## config.mk

```make
export PLATFORM = sky130hd
export DESIGN_NAME = if_fetch_flat
export DESIGN_NICKNAME = d
export VERILOG_FILES = /design/src/rtl/if_pkg.sv /design/src/rtl/if_fetch_if.sv /design/src/rtl/fetch_pc_reg.sv /design/src/rtl/if_fetch.sv /design/src/flat_wrapper.sv
export SDC_FILE = /design/constraint.sdc
export NUM_CORES = 1
export LEC_CHECK = 0
export ABC_CLOCK_PERIOD_IN_PS = 3400
export CAP_MARGIN = 30
export CORE_AREA = 2 2 83 85
export DETAILED_ROUTE_END_ITERATION = 10
export DIE_AREA = 0 0 85 87
export GPL_ROUTABILITY_DRIVEN = 0
export GPL_TIMING_DRIVEN = 0
export PLACE_DENSITY = 0.81
export SETUP_SLACK_MARGIN = 0.4
export SYNTH_ARGS = -nofsm -noshare
export SYNTH_HDL_FRONTEND = slang
export SYNTH_SLANG_ARGS = --single-unit
```

## constraint.sdc

```tcl
create_clock -name clk -period 3.4 [get_ports clk]
set_input_delay 0.51 -clock clk [delete_from_list [all_inputs] [get_ports clk]]
set_output_delay 0.51 -clock clk [all_outputs]
set_load 0.01 [all_outputs]
```

## src/rtl/if_pkg.sv

```systemverilog
// Shared types and constants for the WISC instruction fetch stage.
package if_pkg;

  typedef enum logic [1:0] {
    FETCH = 2'd0,
    EXEC  = 2'd1,
    HALT  = 2'd2
  } state_t;

  // Next-PC source selected by the fetch FSM at the end of EXEC.
  typedef enum logic [1:0] {
    PC_HOLD = 2'd0,
    PC_INC  = 2'd1,
    PC_ALT  = 2'd2
  } pc_sel_t;

  localparam logic [15:0] RESET_PC  = 16'h0000;
  localparam logic [15:0] NOP_INSTR = 16'h0000;

endpackage

```

## src/rtl/if_fetch_if.sv

```systemverilog
// Instruction memory read bus between the fetch stage (master) and imem (slave).
// Handshake: the master holds imem_re=1 with a stable imem_addr until the cycle
// imem_rdy=1; that cycle imem_rd_data is valid and the read completes.
interface if_fetch_if;
  logic        imem_re;
  logic [15:0] imem_addr;
  logic        imem_rdy;
  logic [15:0] imem_rd_data;

  modport master (output imem_re, imem_addr, input imem_rdy, imem_rd_data);
  modport slave  (input imem_re, imem_addr, output imem_rdy, imem_rd_data);
endinterface

```

## src/rtl/fetch_pc_reg.sv

```systemverilog
// Architectural PC register with load enable and next-PC mux (PC+1 / alt_pc / hold).
module fetch_pc_reg
  import if_pkg::*;
#(
  parameter logic [15:0] RESET_VAL = RESET_PC
) (
  input  logic        clk,
  input  logic        rst_n,
  input  logic        ld_en,
  input  pc_sel_t     sel,
  input  logic [15:0] alt_pc,
  output logic [15:0] pc
);

  logic [15:0] next_pc;

  // PC+1 wraps naturally at 16 bits.
  always_comb begin
    next_pc = pc;
    case (sel)
      PC_INC:  next_pc = pc + 16'd1;
      PC_ALT:  next_pc = alt_pc;
      default: next_pc = pc;
    endcase
  end

  always_ff @(posedge clk or negedge rst_n) begin
    if (!rst_n) begin
      pc <= RESET_VAL;
    end else if (ld_en) begin
      pc <= next_pc;
    end
  end

endmodule

```

## src/rtl/if_fetch.sv

```systemverilog
// Fetch stage: owns the PC, reads imem, presents one instruction to ID per EXEC
// cycle, and applies ID's redirect/halt at the end of that cycle.
module if_fetch
  import if_pkg::*;
(
  input  logic          clk,
  input  logic          rst_n,
  input  logic          hlt,
  input  logic          alt_pc_ctrl,
  input  logic [15:0]   alt_pc,
  if_fetch_if.master    imem,
  output logic [15:0]   instr,
  output logic [15:0]   pc,
  output logic          instr_vld,
  output logic          halted,
  output logic [15:0]   retire_cnt,
  output state_t        state_dbg
);

  state_t      state, state_nxt;
  logic [15:0] ir;
  logic [15:0] pc_q;
  logic        pc_ld;
  pc_sel_t     pc_sel;
  logic        ir_ld;
  logic        retire_inc;
  logic        re;

  fetch_pc_reg #(.RESET_VAL(RESET_PC)) u_pc (
    .clk    (clk),
    .rst_n  (rst_n),
    .ld_en  (pc_ld),
    .sel    (pc_sel),
    .alt_pc (alt_pc),
    .pc     (pc_q)
  );

  always_ff @(posedge clk or negedge rst_n) begin
    if (!rst_n) begin
      state <= FETCH;
    end else begin
      state <= state_nxt;
    end
  end

  always_comb begin
    state_nxt  = state;
    re         = 1'b0;
    instr_vld  = 1'b0;
    ir_ld      = 1'b0;
    pc_ld      = 1'b0;
    pc_sel     = PC_HOLD;
    retire_inc = 1'b0;
    case (state)
      FETCH: begin
        re = 1'b1;
        if (imem.imem_rdy) begin
          ir_ld     = 1'b1;
          state_nxt = EXEC;
        end
      end
      EXEC: begin
        instr_vld  = 1'b1;
        retire_inc = 1'b1;
        // HLT wins over a simultaneous redirect; the PC then stays on the HLT.
        if (hlt) begin
          state_nxt = HALT;
        end else if (alt_pc_ctrl) begin
          pc_ld     = 1'b1;
          pc_sel    = PC_ALT;
          state_nxt = FETCH;
        end else begin
          pc_ld     = 1'b1;
          pc_sel    = PC_INC;
          state_nxt = FETCH;
        end
      end
      HALT: begin
        state_nxt = HALT;
      end
      default: begin
        state_nxt = FETCH;
      end
    endcase
  end

  always_ff @(posedge clk or negedge rst_n) begin
    if (!rst_n) begin
      ir <= NOP_INSTR;
    end else if (ir_ld) begin
      ir <= imem.imem_rd_data;
    end
  end

  always_ff @(posedge clk or negedge rst_n) begin
    if (!rst_n) begin
      retire_cnt <= 16'h0000;
    end else if (retire_inc && (retire_cnt != 16'hFFFF)) begin
      retire_cnt <= retire_cnt + 16'd1;
    end
  end

  // Outside EXEC, ID sees a NOP so it produces no side effects.
  assign instr          = instr_vld ? ir : NOP_INSTR;
  assign pc             = pc_q;
  assign imem.imem_re   = re;
  assign imem.imem_addr = pc_q;
  assign halted         = (state == HALT);
  assign state_dbg      = state;

endmodule

```

## src/flat_wrapper.sv

```systemverilog
// flat-port wrapper written by rule: the top's interface ports become plain ports
module if_fetch_flat import if_pkg::*;
  (clk, rst_n, hlt, alt_pc_ctrl, alt_pc, instr, pc, instr_vld, halted, retire_cnt, state_dbg, imem_imem_re, imem_imem_addr, imem_imem_rdy, imem_imem_rd_data);
  if_fetch_if imem_i ();
  input  logic clk;
  input  logic rst_n;
  input  logic hlt;
  input  logic alt_pc_ctrl;
  input  logic [15:0] alt_pc;
  output logic [15:0] instr;
  output logic [15:0] pc;
  output logic instr_vld;
  output logic halted;
  output logic [15:0] retire_cnt;
  output state_t state_dbg;
  output wire logic [$bits(imem_i.imem_re)-1:0] imem_imem_re;
  output wire logic [$bits(imem_i.imem_addr)-1:0] imem_imem_addr;
  input wire logic [$bits(imem_i.imem_rdy)-1:0] imem_imem_rdy;
  input wire logic [$bits(imem_i.imem_rd_data)-1:0] imem_imem_rd_data;
  assign imem_imem_re = imem_i.imem_re;
  assign imem_imem_addr = imem_i.imem_addr;
  assign imem_i.imem_rdy = imem_imem_rdy;
  assign imem_i.imem_rd_data = imem_imem_rd_data;
  if_fetch u_core (.clk(clk), .rst_n(rst_n), .hlt(hlt), .alt_pc_ctrl(alt_pc_ctrl), .alt_pc(alt_pc), .imem(imem_i), .instr(instr), .pc(pc), .instr_vld(instr_vld), .halted(halted), .retire_cnt(retire_cnt), .state_dbg(state_dbg));
endmodule
```

* After elaboration in Yosys (flattened, before gate mapping)
Cells that the tools add are included.
** Storage, ports and cells
- Output and inout port bits :: 69
- Register bits :: 50
- Word-level logic and storage cells :: 30
** Cells by class
- Muxes and demuxes :: 14
- Add/subtract/negate cells :: 2
- Equal/unequal tests :: 6
- Reductions and logical operators :: 4
** Operators with widths (number)
- adder 16 x 1 -> 16 bit (second input constant) :: 2
- one-hot mux 16 bit (2 select lines) :: 1
- 2-to-1 mux 16 bit :: 1
- inequality test 16 bit (second input constant) :: 1
- 2-to-1 mux 2 bit :: 5
- 2-to-1 mux 1 bit :: 6
- one-hot mux 2 bit (3 select lines) :: 1
- == test 2 x 1 -> 1 bit (second input constant) :: 2
- == test 2 bit (second input constant) :: 2
- logical NOT 2 bit :: 1
- inequality test 2 bit (second input constant) :: 1
- AND reduction 2 bit :: 1
- nonzero test 2 bit :: 1
- logical AND 1 bit :: 1

* Depth between registers and ports, before layout
Gate-level depths: netlist (run 1).
- Depth in word-level cells :: 6
- Depth in mapped cells :: 10
- Gate-level depth less buffers :: 7

* By module
From an unflattened synthesis (run 1), not the netlist that was laid out.
** Unflattened totals
- Cell total of the unflattened synthesis :: 274
- Area, all modules :: 2819.0 µm²
** Modules (own cells, without submodules)
- if_fetch :: times used 1, area each 1717.9 µm², cells each 150
- fetch_pc_reg :: times used 1, area each 1101.1 µm², cells each 124

* Worst setup path before layout (run 1)
No wires, ideal clock.
- Path kind :: reg-to-reg
- From :: reg u_core.state[1], in the netlist u_core.state_dbg[1]
- To :: reg u_core.u_pc.pc[10]
- Stages on the path, launching flop included :: 8
- Clock period less this slack :: 2.673 ns
- Path slack :: 0.727 ns
- Required time :: 3.274 ns
- Buffers on the path :: 1
- Arrival :: 2.547 ns
- Setup time :: 0.126 ns
- Cell sequence :: dfrtp_1 > nand2b_1 > clkbuf_1 > or3_1 > ha_1 > or4b_1 > or4_1 > o311a_1
** On the way
- Cells in the longest elaborated chain, start to end :: 5
- Elaborated cells between the ends (all ways) :: 8
** RTL lines
- from (decl) :: RTL line if_fetch.sv:20 : state_t state, state_nxt;
- from (signal assigned) :: RTL line if_fetch.sv:42 : state <= state_nxt;
- == test 2 x 1 -> 1 bit (*) :: RTL line if_fetch.sv:54 : case (state)
- 2-to-1 mux 2 bit :: RTL line if_fetch.sv:54
- == test 2 bit / == test 2 x 1 -> 1 bit (equally long branches) :: RTL line fetch_pc_reg.sv:20 : case (sel)
- nonzero test 2 bit (no source line)
- AND reduction 2 bit (no source line)
- to (signal assigned) :: RTL line fetch_pc_reg.sv:31 : pc <= next_pc;
- to (decl) :: RTL line fetch_pc_reg.sv:12 : output logic [15:0] pc
Every way passes the cells marked *; elsewhere a longest branch is shown, timed or not.
A chain may end at the register's enable or synchronous reset.

* Final worst setup path (run 1)
Same ends and word-level chain as after synthesis.

==> results of run 1 <==
==> cells in the final DEF (no fill, tap or decap), types with 11 or more instances in the layout <==
cell type        count
buf_4               16
nand2_1             13
mux2_2              11
and2_1              18
nor2_1              17
dfrtp_1             49
nand3_1             14
clkdlybuf4s50_1    104
==> logic make-up (layout without fill, tap and decap cells) <==
logic type               count (synthesis)  after routing  synth area share (%)
XOR/XNOR                                11             11                  3.50
flip-flops                              50             50                  45.4
buffers and inverters                   35            149                  7.09
AO/OA/AOI/OAI                           51             51                  11.8
adder cells (fa/ha/maj)                  3              3                  1.36
AND/OR/NAND/NOR                        106            106                  22.4
multiplexers                            21             21                  8.45
==> sequential cells by signal, summed over array words and instances (netlist names) <==
| register | cells |
|---|---|
| u_core.ir | 16 |
| u_core.retire_cnt | 16 |
| u_core.state_dbg | 2 |
| u_core.u_pc.pc | 16 |
==> metrics by stage <==
stage | hold slack [ps] | cell area [µm²] | setup WS [ps] | instances | util (%)
floorplan | 214 | 2750 | 727 | 277 | -
global placement | 459 | 3910 | 271 | 462 | 59.4
detailed placement | 470 | 3920 | 199 | 463 | 59.7
CTS | 192 | 4050 | 389 | 471 | 61.7
global route | 214 | 4060 | 414 | 471 | 61.7
finish | 175 | 4060 | 544 | 471 | 61.7
==> per-layer routing <==
| metal | track usage (%) | share of wire (%) |
|---|---|---|
| met5 | 0 | 0 |
| met4 | 5.77 | 1.4 |
| met3 | 4.93 | 8.3 |
| met2 | 33.2 | 49 |
| met1 | 24.0 | 41 |
==> power by group <==
group | internal [mW] | total (mW) | switching (mW)
combinational | 0.503 | 0.850 | 0.348
sequential | 0.752 | 0.891 | 0.139
clock | 0.243 | 0.457 | 0.214
total | 1.50 | 2.20 | 0.701
==> how the worst max path moves through the flow <==
stage                                                end  slack (ps)  cells past startpoint
final                     u_core.u_pc.pc[10]$_DFFE_PN0P_         540                      7
after global routing      u_core.u_pc.pc[15]$_DFFE_PN0P_         410                      9
after CTS                 u_core.u_pc.pc[11]$_DFFE_PN0P_         390                      8
after detailed placement   u_core.u_pc.pc[3]$_DFFE_PN0P_         200                      8
after global placement          u_core.ir[6]$_DFFE_PN0P_         270                      1
after floorplan           u_core.u_pc.pc[10]$_DFFE_PN0P_         730                      7
==> layout make-up <==
class,count,area [µm²],area share (%)
multi-input combinational,192,1320,32.5
sequential,50,1250,30.9
timing repair buffer,106,1070,26.3
buffer,28,173,4.26
tap,80,100,2.47
clock buffer,6,82.6,2.04
clock inverter,2,38.8,0.956
inverter,7,26.3,0.648
==> impl_results.md, run 1 <==
* Critical path's top delay family: simple AND/OR/NAND/NOR gates
* Overall via count from detail_route at 2556
* Worst IR Drop VDD at 0.000350 V
* Slew margin rel. at 58.5%
* Mapped Cells at 277
* Reg2Reg Depth at 7
* Worst-path cell with the longest stage delay: or4b_1
* CTS H-tree depth at 2
* Area growth, synth to finish at 47.3%
* Mapped Area at 2750 µm²
* Most frequently used cell type in the post-synthesis netlist: dfrtp_1
* PwrDens at 542 nW/µm²
* Peak clock frequency supported by timing at 0.350 GHz
* Worst Setup End Kind: flop
* Initial DRT Pass Iterations at 4
* Residual overflow from global routing at 0
* Crit path launch type: flop
* Final setup violation count at 0
* Start point of the critical path: u_core.state_dbg[1]$_DFFE_PN0P_
* Rows at 30
* Antenna violations before repair at 0
* Actual slew at the worst max-slew pin at 617 ps
* Start of the worst register-to-register path: u_core.state_dbg[1]$_DFFE_PN0P_
* Top_reg_cell synth: dfrtp_1
* Wirelength, routed at 7320 µm
* N_diodes at 0
* Arrival time at the worst endpoint at 3050 ps
* Number of flops mapped to enable cells by yosys at 0
* Sequential area share after synthesis at 45.4%
* Floorplan die width at 85 µm
* Final count of hold timing violations at 0
* Number of warning messages in the yosys log at 0
* Clk Tree Root Cell: clkbuf_8
* Most frequent cells after synthesis: dfrtp_1 (50), and2_1 (18), nor2_1 (17)
* Critical path fanouts, max at 10
* Clock buffers created by TritonCTS at 5
* Outcome: finished, final reports clean
* Full die area at 7400 µm²
* Data required time at the worst endpoint at 3590 ps
* Maximum buffer depth of the clock tree at 2
* Final Skew at 18.2 ps
* Final number of max-transition violations at 0
* # nets final at 430
* #FFs+latches synth at 50
* Pin count of the biggest net entering global routing at 30
* Post-CTS Repair Setup Buffers at 0
* Number of buffer cells added on primary ports at 105
* Min Clock Period, post-route at 2860 ps
* Critical path buffer and inverter count at 1
* Final critical-path share of the clock period at 84.0%
* Detailed-placement wirelength estimate at 5400 µm
* LEAKAGE at 1.64 nW
* Portion of synthesized cell area occupied by the leading cell type at 45.4%
* Vias in the first global route at 2500
* Global router's overall resource usage at 19.3%
* Cell taking the most area after synthesis: dfrtp_1
* Clock tree from TritonCTS: yes
* Power Total at 2.20 mW
* Class of the worst hold path: input pin to asynchronous set/reset pin
* Unrepaired setup endpoints after global routing: no
* Average wire per cell in the routed design at 15.5 µm
* Maximum cell stage delay along the critical path at 590 ps
* Per-cell via count in the routed design at 5.43
* CP cell instances: nand2b_1 > clkbuf_2 > or3_1 > ha_1 > or4b_1 > or4_1 > o311a_1
* Clock sinks at 50
* Post-Synthesis Net Count at 317
* Area inside the core boundary at 6570 µm²
* Cells resized by post-CTS repair at 1
* Worst setup path class: flop to flop
* Max capacitance violation total at 0
* First-pass GRT wire length at 11600 µm
* Fraction of final layout cells sized beyond drive strength 1 at 12.3%
* Worst skew pair latency at 300 ps
* Post-route ant nets at 0
* Drt first-iter violations at 180
* Yosys cell types at 49
* Clock transition at the register clock pins on the worst setup and hold paths after CTS at 110 ps
* Hold-fix buffers at CTS at 0
* Count of fill cells added during filler insertion at 558
* Register-to-register path setup slack at 540 ps
* Terminus of the critical flop-to-flop path: u_core.u_pc.pc[10]$_DFFE_PN0P_
* FFs w/ async S/R, synth at 100%
* Synth top area cells: dfrtp_1 (45%), mux2_2 (4.5%), buf_4 (4.4%), and2_1 (4.1%), mux2_1 (2.9%)
* Post-route setup TNS at 0 ps
* Drt drc at 0
* Starting density of the core at 41.9%
* Die Y at 87 µm
* Count of boundary I/O pins at 106
* Average cell area after synthesis at 9.94 µm²
Note: power is estimated with default switching activity, not from simulation.
==> run 2: changes to the inputs <==
Settings changed: ABC_CLOCK_PERIOD_IN_PS 3400 to 2900.
Clock period 3.4 ns to 2.9 ns, I/O delays scaled along.
==> impl_results.md, run 2 (same netlist as run 1, synthesis figures left out) <==
* Start point of the critical path: u_core.state_dbg[1]$_DFFE_PN0P_ (unchanged)
* LEAKAGE at 1.72 nW (was 1.64 nW)
* Max capacitance violation total at 0 (unchanged)
* Post-route ant nets at 0 (unchanged)
* Die Y at 87 µm (unchanged)
* Count of boundary I/O pins at 106 (unchanged)
* Final-layout worst hold slack at 107 ps (was 175 ps)
* Clock buffers created by TritonCTS at 5 (unchanged)
* Clk Tree Root Cell: clkbuf_8 (unchanged)
* Average wire per cell in the routed design at 15.4 µm (was 15.5 µm)
* Arrival time at the worst endpoint at 2660 ps (was 3050 ps)
* Per-cell via count in the routed design at 5.48 (was 5.43)
* Pre-CTS WS at -182 ps (was 199 ps)
* Area inside the core boundary at 6570 µm² (unchanged)
* Reg2Reg Depth at 8 (was 7)
* Crit path launch type: flop (unchanged)
* Detailed-placement wirelength estimate at 5330 µm (was 5400 µm)
* Worst Setup End Kind: flop (unchanged)
* Area growth, synth to finish at 53.2% (was 47.3%)
* Global router's overall resource usage at 19.7% (was 19.3%)
* Outcome: finished, final reports clean (unchanged)
* Class of the worst hold path: input pin to asynchronous set/reset pin (unchanged)
* Vias in the first global route at 2442 (was 2500)
* Worst skew pair latency at 300 ps (about the same)
* Commonest cells after routing, fill and taps aside: clkdlybuf4s50_1 (103), dfrtp_1 (48), buf_4 (23) (was clkdlybuf4s50_1 (104), dfrtp_1 (49), and2_1 (18))
* Worst IR Drop VDD at 0.000420 V (was 0.000350 V)
* Final number of max-transition violations at 0 (unchanged)
* Fraction of final layout cells sized beyond drive strength 1 at 17.5% (was 12.3%)
* # nets final at 439 (was 430)
* Rows at 30 (unchanged)
* Critical path fanouts, max at 5 (was 10)
* Post-route non-filler standard cell count at 480 (was 471)
* Hold-fix buffers at CTS at 0 (unchanged)
* Floorplan die width at 85 µm (unchanged)
* First-pass GRT wire length at 11900 µm (was 11600 µm)
* Pin count of the biggest net entering global routing at 30 (unchanged)
* Residual overflow from global routing at 0 (unchanged)
* Count of fill cells added during filler insertion at 514 (was 558)
* Final Worst Setup Slack at 421 ps (was 544 ps)
* Worst setup path class: flop to flop (unchanged)
* Start of the worst register-to-register path: u_core.state_dbg[1]$_DFFE_PN0P_ (unchanged)
* Drt first-iter violations at 219 (was 180)
* Clock sinks at 50 (unchanged)
* N_diodes at 0 (unchanged)
* Leading registers by flop count: u_core.ir (16), u_core.retire_cnt (16), u_core.u_pc.pc (16) (unchanged)
* Unrepaired setup endpoints after global routing: yes (was no)
* Most common cell after layout, fill and taps aside: clkdlybuf4s50_1 (unchanged)
* Number of buffer cells added on primary ports at 105 (unchanged)
* Starting density of the core at 41.9% (unchanged)
* Data required time at the worst endpoint at 3080 ps (was 3590 ps)
* Final Skew at 13.0 ps (was 18.2 ps)
* Drt drc at 0 (unchanged)
* Terminus of the critical flop-to-flop path: u_core.u_pc.pc[13]$_DFFE_PN0P_ (was u_core.u_pc.pc[10]$_DFFE_PN0P_)
* Clock tree from TritonCTS: yes (unchanged)
* Min Clock Period, post-route at 2480 ps (was 2860 ps)
* Placed Instances at 463 (unchanged)
* Slew margin rel. at 55.5% (was 58.5%)
* Clock transition at the register clock pins on the worst setup and hold paths after CTS at 100 ps (was 110 ps)
* Full die area at 7400 µm² (unchanged)
* Maximum buffer depth of the clock tree at 2 (unchanged)
* Actual slew at the worst max-slew pin at 662 ps (was 617 ps)
* Peak clock frequency supported by timing at 0.403 GHz (was 0.350 GHz)
* Final setup violation count at 0 (unchanged)
* Register-to-register path setup slack at 420 ps (was 540 ps)
* Initial DRT Pass Iterations at 4 (unchanged)
* PwrDens at 610 nW/µm² (was 542 nW/µm²)
* Final critical-path share of the clock period at 85.5% (was 84.0%)
* Antenna violations before repair at 0 (unchanged)
* CTS H-tree depth at 2 (unchanged)
* Overall via count from detail_route at 2629 (was 2556)
* Final count of hold timing violations at 0 (unchanged)
* Wirelength, routed at 7390 µm (was 7320 µm)
[run 2: worst max-delay path by stage]
stage	slack [ps]	endpoint
floorplan	430	u_core.u_pc.pc[11]$_DFFE_PN0P_
global placement	-320	u_core.state_dbg[1]$_DFFE_PN0P_
detailed placement	-180	u_core.u_pc.pc[3]$_DFFE_PN0P_
CTS	400	u_core.u_pc.pc[9]$_DFFE_PN0P_
global route	360	u_core.u_pc.pc[14]$_DFFE_PN0P_
finish	420	u_core.u_pc.pc[13]$_DFFE_PN0P_
[run 2: routing by layer]
metal  part of all wire, %  routed length (µm)  global-route usage [%]  vias up
met4                  0.77                  57                    4.47        0
met5                     0                   0                       0        -
met1                    40                2980                    25.6     1278
met3                   8.1                 598                    5.78        6
li1                      -                   -                       -     1235
met2                    51                3750                    32.6      110
[run 2: layout make-up]
type / count / area (µm²) / area share (%)
Clock buffer: 6 / 82.6 / 1.96
Buffer: 28 / 204 / 4.83
Clock inverter: 2 / 16.3 / 0.386
Timing Repair Buffer: 115 / 1170 / 27.7
Sequential cell: 50 / 1250 / 29.7
Inverter: 7 / 26.3 / 0.623
Tap cell: 80 / 100 / 2.37
Multi-Input combinational cell: 192 / 1370 / 32.4
[run 2: worst max-delay path, stage by stage, from the launching register on]
cell,delay [ps]
dfrtp_2,410
nand2b_4,160
buf_8,130
or3_4,340
ha_4,230
or4b_4,570
or3_1,350
o21ai_0,100
a211oi_1,80
[run 2: timing repair]
action	4_1_cts	5_1_grt
setup endpoints to repair	33	32
pin swaps	1	2
buffers inserted	2	5
gates cloned	0	2
resized for setup	12	12
[run 2: stage by stage]
stage               cell area, µm²  utilization, %  total power [mW]  setup TNS (ps)
floorplan                     2800               -              1.54               0
global placement              3950            60.1              2.04           -6990
detailed placement            3970            60.4              2.08            -984
CTS                           4110            62.6              2.55               0
global route                  4220            64.2              2.74               0
finish                        4220            64.2              2.57               0
[run 2: where the power goes]
part / leakage [nW] / internal, mW / switching (mW) / total (mW)
Sequential: 0.630 / 0.883 / 0.153 / 1.04
Combinational: 1.04 / 0.665 / 0.437 / 1.10
Clock: 0.0478 / 0.197 / 0.239 / 0.436
Total: 1.72 / 1.74 / 0.829 / 2.57
==> run 3: changes to the inputs <==
Settings changed: ABC_AREA set to 1, ABC_CLOCK_PERIOD_IN_PS 2900 to not set, CORE_AREA 2 2 83 85 to 2 2 85 87, DIE_AREA 0 0 85 87 to 0 0 87 89.
==> impl_results.md, run 3 <==
* Outcome: finished, final reports clean (unchanged)
* Final number of max-transition violations at 0 (unchanged)
* Vias in the first global route at 2878 (was 2442)
* Cell taking the most area after synthesis: dfrtp_1 (unchanged)
* Clock transition at the register clock pins on the worst setup and hold paths after CTS at 90 ps (was 100 ps)
* Post-route ant nets at 0 (unchanged)
* Worst Setup End Kind: output port (was flop)
* Rows at 30 (unchanged)
* Commonest cells after routing, fill and taps aside: nand2_1 (135), clkdlybuf4s50_1 (104), nor2_1 (62) (was clkdlybuf4s50_1 (103), dfrtp_1 (48), buf_4 (23))
* Maximum cell stage delay along the critical path at 550 ps (was 570 ps)
* Min Clock Period, post-route at 2370 ps (was 2480 ps)
* Starting density of the core at 44.4% (was 41.9%)
* Area growth, synth to finish at 42.4% (was 53.2%)
* Number of buffer cells added on primary ports at 105 (unchanged)
* Mapped Cells at 431 (was 277)
* Post-route non-filler standard cell count at 625 (was 480)
* Most frequently used cell type in the post-synthesis netlist: nand2_1 (was dfrtp_1)
* Final setup violation count at 0 (unchanged)
* Met3 Track Usage GR at 3.60% (was 5.78%)
* Unrepaired setup endpoints after global routing: no (was yes)
* Per-cell via count in the routed design at 4.88 (was 5.48)
* Max capacitance violation total at 0 (unchanged)
* Die Y at 89 µm (was 87 µm)
* Design Area, Final at 4250 µm² (was 4220 µm²)
* Most common cell after layout, fill and taps aside: nand2_1 (was clkdlybuf4s50_1)
* Fraction of final layout cells sized beyond drive strength 1 at 7.52% (was 17.5%)
* Actual slew at the worst max-slew pin at 528 ps (was 662 ps)
* Clock tree from TritonCTS: yes (unchanged)
* Multiplexer share of the synthesized area at 0% (was 8.45%)
* Adder-cell area share of the yosys netlist at 1.26% (was 1.36%)
* #FFs+latches synth at 50 (unchanged)
* Worst setup path class: flop to output port (was flop to flop)
* Synth Area in Compound Gates at 8.13% (was 11.8%)
* Clk Tree Root Cell: clkbuf_8 (unchanged)
* Initial DRT Pass Iterations at 4 (unchanged)
* Floorplan die width at 87 µm (was 85 µm)
* Pre-CTS WS at 358 ps (was -182 ps)
* CP cell instances: inv_1 > nand2_1 > clkbuf_2 > buf_2 > nor2_1 > clkdlybuf4s50_1 (was nand2b_4 > buf_8 > or3_4 > ha_4 > or4b_4 > or3_1 > o21ai_0 > a211oi_1)
* Portion of synthesized cell area occupied by the leading cell type at 41.9% (was 45.4%)
* Area inside the core boundary at 6720 µm² (was 6570 µm²)
* Final count of hold timing violations at 0 (unchanged)
* Full die area at 7740 µm² (was 7400 µm²)
* Crit path launch type: flop (unchanged)
* Detailed-placement wirelength estimate at 5780 µm (was 5330 µm)
* Drt drc at 0 (unchanged)
* Number of warning messages in the yosys log at 0 (unchanged)
* Final core utilization at 63.3% (was 64.2%)
* Placed Instances at 617 (was 463)
* Overall via count from detail_route at 3053 (was 2629)
* Critical path fanouts, max at 10 (was 5)
* Final Worst Setup Slack at 534 ps (was 421 ps)
* Mapped Area at 2990 µm² (was 2750 µm²)
* FFs w/ async S/R, synth at 100% (unchanged)
* Power Total at 2.61 mW (was 2.57 mW)
* Maximum buffer depth of the clock tree at 2 (unchanged)
* Data required time at the worst endpoint at 2470 ps (was 3080 ps)
* Wirelength, routed at 7670 µm (was 7390 µm)
* Class of the worst hold path: input pin to asynchronous set/reset pin (unchanged)
* Most frequent cells after synthesis: nand2_1 (135), nor2_1 (62), inv_1 (51) (was dfrtp_1 (50), and2_1 (18), nor2_1 (17))
* LEAKAGE at 2.02 nW (was 1.72 nW)
* Antenna violations before repair at 0 (unchanged)
* Average cell area after synthesis at 6.93 µm² (was 9.94 µm²)
* Sequential area share after synthesis at 41.9% (was 45.4%)
* Yosys cell types at 29 (was 49)
* Peak clock frequency supported by timing at 0.423 GHz (was 0.403 GHz)
* Arrival time at the worst endpoint at 1930 ps (was 2660 ps)
* PwrDens at 615 nW/µm² (was 610 nW/µm²)
* Largest family of logic cells by synthesized area: simple AND/OR/NAND/NOR gates (unchanged)
* Synth top area cells: dfrtp_1 (42%), nand2_1 (17%), nor2_1 (7.8%), inv_1 (6.4%), o21ai_0 (5.5%) (was dfrtp_1 (45%), mux2_2 (4.5%), buf_4 (4.4%), and2_1 (4.1%), mux2_1 (2.9%))
* Count of boundary I/O pins at 106 (unchanged)
* Average wire per cell in the routed design at 12.3 µm (was 15.4 µm)
* Clock sinks at 50 (unchanged)
* Synth Area in Simple Gates at 32.1% (was 22.4%)
* Worst skew pair latency at 300 ps (about the same)
* Pin count of the biggest net entering global routing at 30 (unchanged)
* N_diodes at 0 (unchanged)
* GR met2 Demand/Resource at 35.3% (was 32.6%)
* Global route hottest layer: met2 (unchanged)
* GR met1 Demand/Resource at 26.9% (was 25.6%)
* Worst-path cell with the longest stage delay: clkdlybuf4s50_1 (was or4b_4)
* # nets final at 584 (was 439)
* Final Skew at 5.10 ps (was 13.0 ps)
* Top_reg_cell synth: dfrtp_1 (unchanged)
* CTS H-tree depth at 2 (unchanged)
* Placed standard-cell area at 4150 µm² (was 3970 µm²)
* Worst IR Drop VDD at 0.000422 V (was 0.000420 V)
* Leading registers by flop count: u_core.ir (16), u_core.retire_cnt (16), u_core.u_pc.pc (16) (unchanged)
* Post-route setup TNS at 0 ps (unchanged)
* Hold-fix buffers at CTS at 0 (unchanged)
* Drt first-iter violations at 128 (was 219)
* Residual overflow from global routing at 0 (unchanged)
* Post-Synthesis Net Count at 471 (was 317)
* First-pass GRT wire length at 12800 µm (was 11900 µm)
* Number of flops mapped to enable cells by yosys at 0 (unchanged)
* Final-layout worst hold slack at 107 ps (about the same)
* Global router's overall resource usage at 20.5% (was 19.7%)
* Clock buffers created by TritonCTS at 5 (unchanged)
* Xor and xnor area share after synthesis at 3.81% (was 3.50%)
* Reg2Reg Depth at 12 (was 8)
* Final critical-path share of the clock period at 81.6% (was 85.5%)
* Slew margin rel. at 64.8% (was 55.5%)
* Count of fill cells added during filler insertion at 574 (was 514)
-- run 3: changes by cell type after synthesis, sizes merged, moves of 7 or more --
cell / before / now
nand2: 13 / 136
inv: 7 / 54
nor2: 17 / 63
o21ai: 16 / 36
and2: 18 / 0
mux2: 18 / 0
nand3: 14 / 27
nor4: 9 / 0
or3: 7 / 0
-- run 3: area by class of cell --
type / count / area [µm²] / share of cell area [%]
Multi-Input combinational cell: 298 / 1350 / 31.8
Sequential cell: 50 / 1250 / 29.4
Clock buffer: 7 / 86.3 / 2.03
Tap cell: 80 / 100 / 2.35
Inverter: 55 / 210 / 4.94
Clock inverter: 1 / 5.00 / 0.118
Buffer: 28 / 181 / 4.27
Timing Repair Buffer: 106 / 1070 / 25.1
-- run 3: cells by family (layout without fill, tap and decap cells) --
group                      after synthesis  after routing
xor gates and xnor gates                13             13
buffers and inverters                   83            197
AOI/OAI and AO/OA                       47             47
and+or+nand+nor                        235            235
DFF                                     50             50
adders and majority gates                3              3
-- run 3: worst paths after layout --
check,slack [ps],start,endpoint
worst max-delay path,530,u_core.state_dbg[1]$_DFFE_PN0P_,instr[11]
worst min-delay path,110,rst_n,u_core.u_pc.pc[15]$_DFFE_PN0P_
worst max register to register,700,u_core.state_dbg[1]$_DFFE_PN0P_,u_core.u_pc.pc[12]$_DFFE_PN0P_
worst min register to register,540,u_core.retire_cnt[0]$_DFFE_PN0P_,u_core.retire_cnt[0]$_DFFE_PN0P_
max in group asynchronous,2260,rst_n,u_core.ir[0]$_DFFE_PN0P_
min in group clk,540,u_core.retire_cnt[0]$_DFFE_PN0P_,u_core.retire_cnt[0]$_DFFE_PN0P_
-- run 3: per-layer routing --
metal | routed length (µm) | share of wire, %
met1 | 3470 | 45
met2 | 3590 | 47
met3 | 537 | 7.0
met4 | 74 | 0.96
met5 | 0 | 0
-- run 3: timing repair --
| action | in CTS | in global routing |
|---|---|---|
| setup buffers | 0 | 0 |
| gates resized for setup | 2 | 5 |
| setup endpoints to repair | 10 | 7 |
-- run 3: worst max-delay path, delay by kind of cell, from the launching register on --
kind	cells	cell delay (ps)
buf+inv	4	1050
flops	1	410
simple gates	2	180
-- run 3: where the power goes --
part / switching (mW) / internal [mW] / total (mW)
Sequential: 0.155 / 0.884 / 1.04
Combinational: 0.553 / 0.605 / 1.16
Clock: 0.224 / 0.193 / 0.417
Total: 0.931 / 1.68 / 2.61
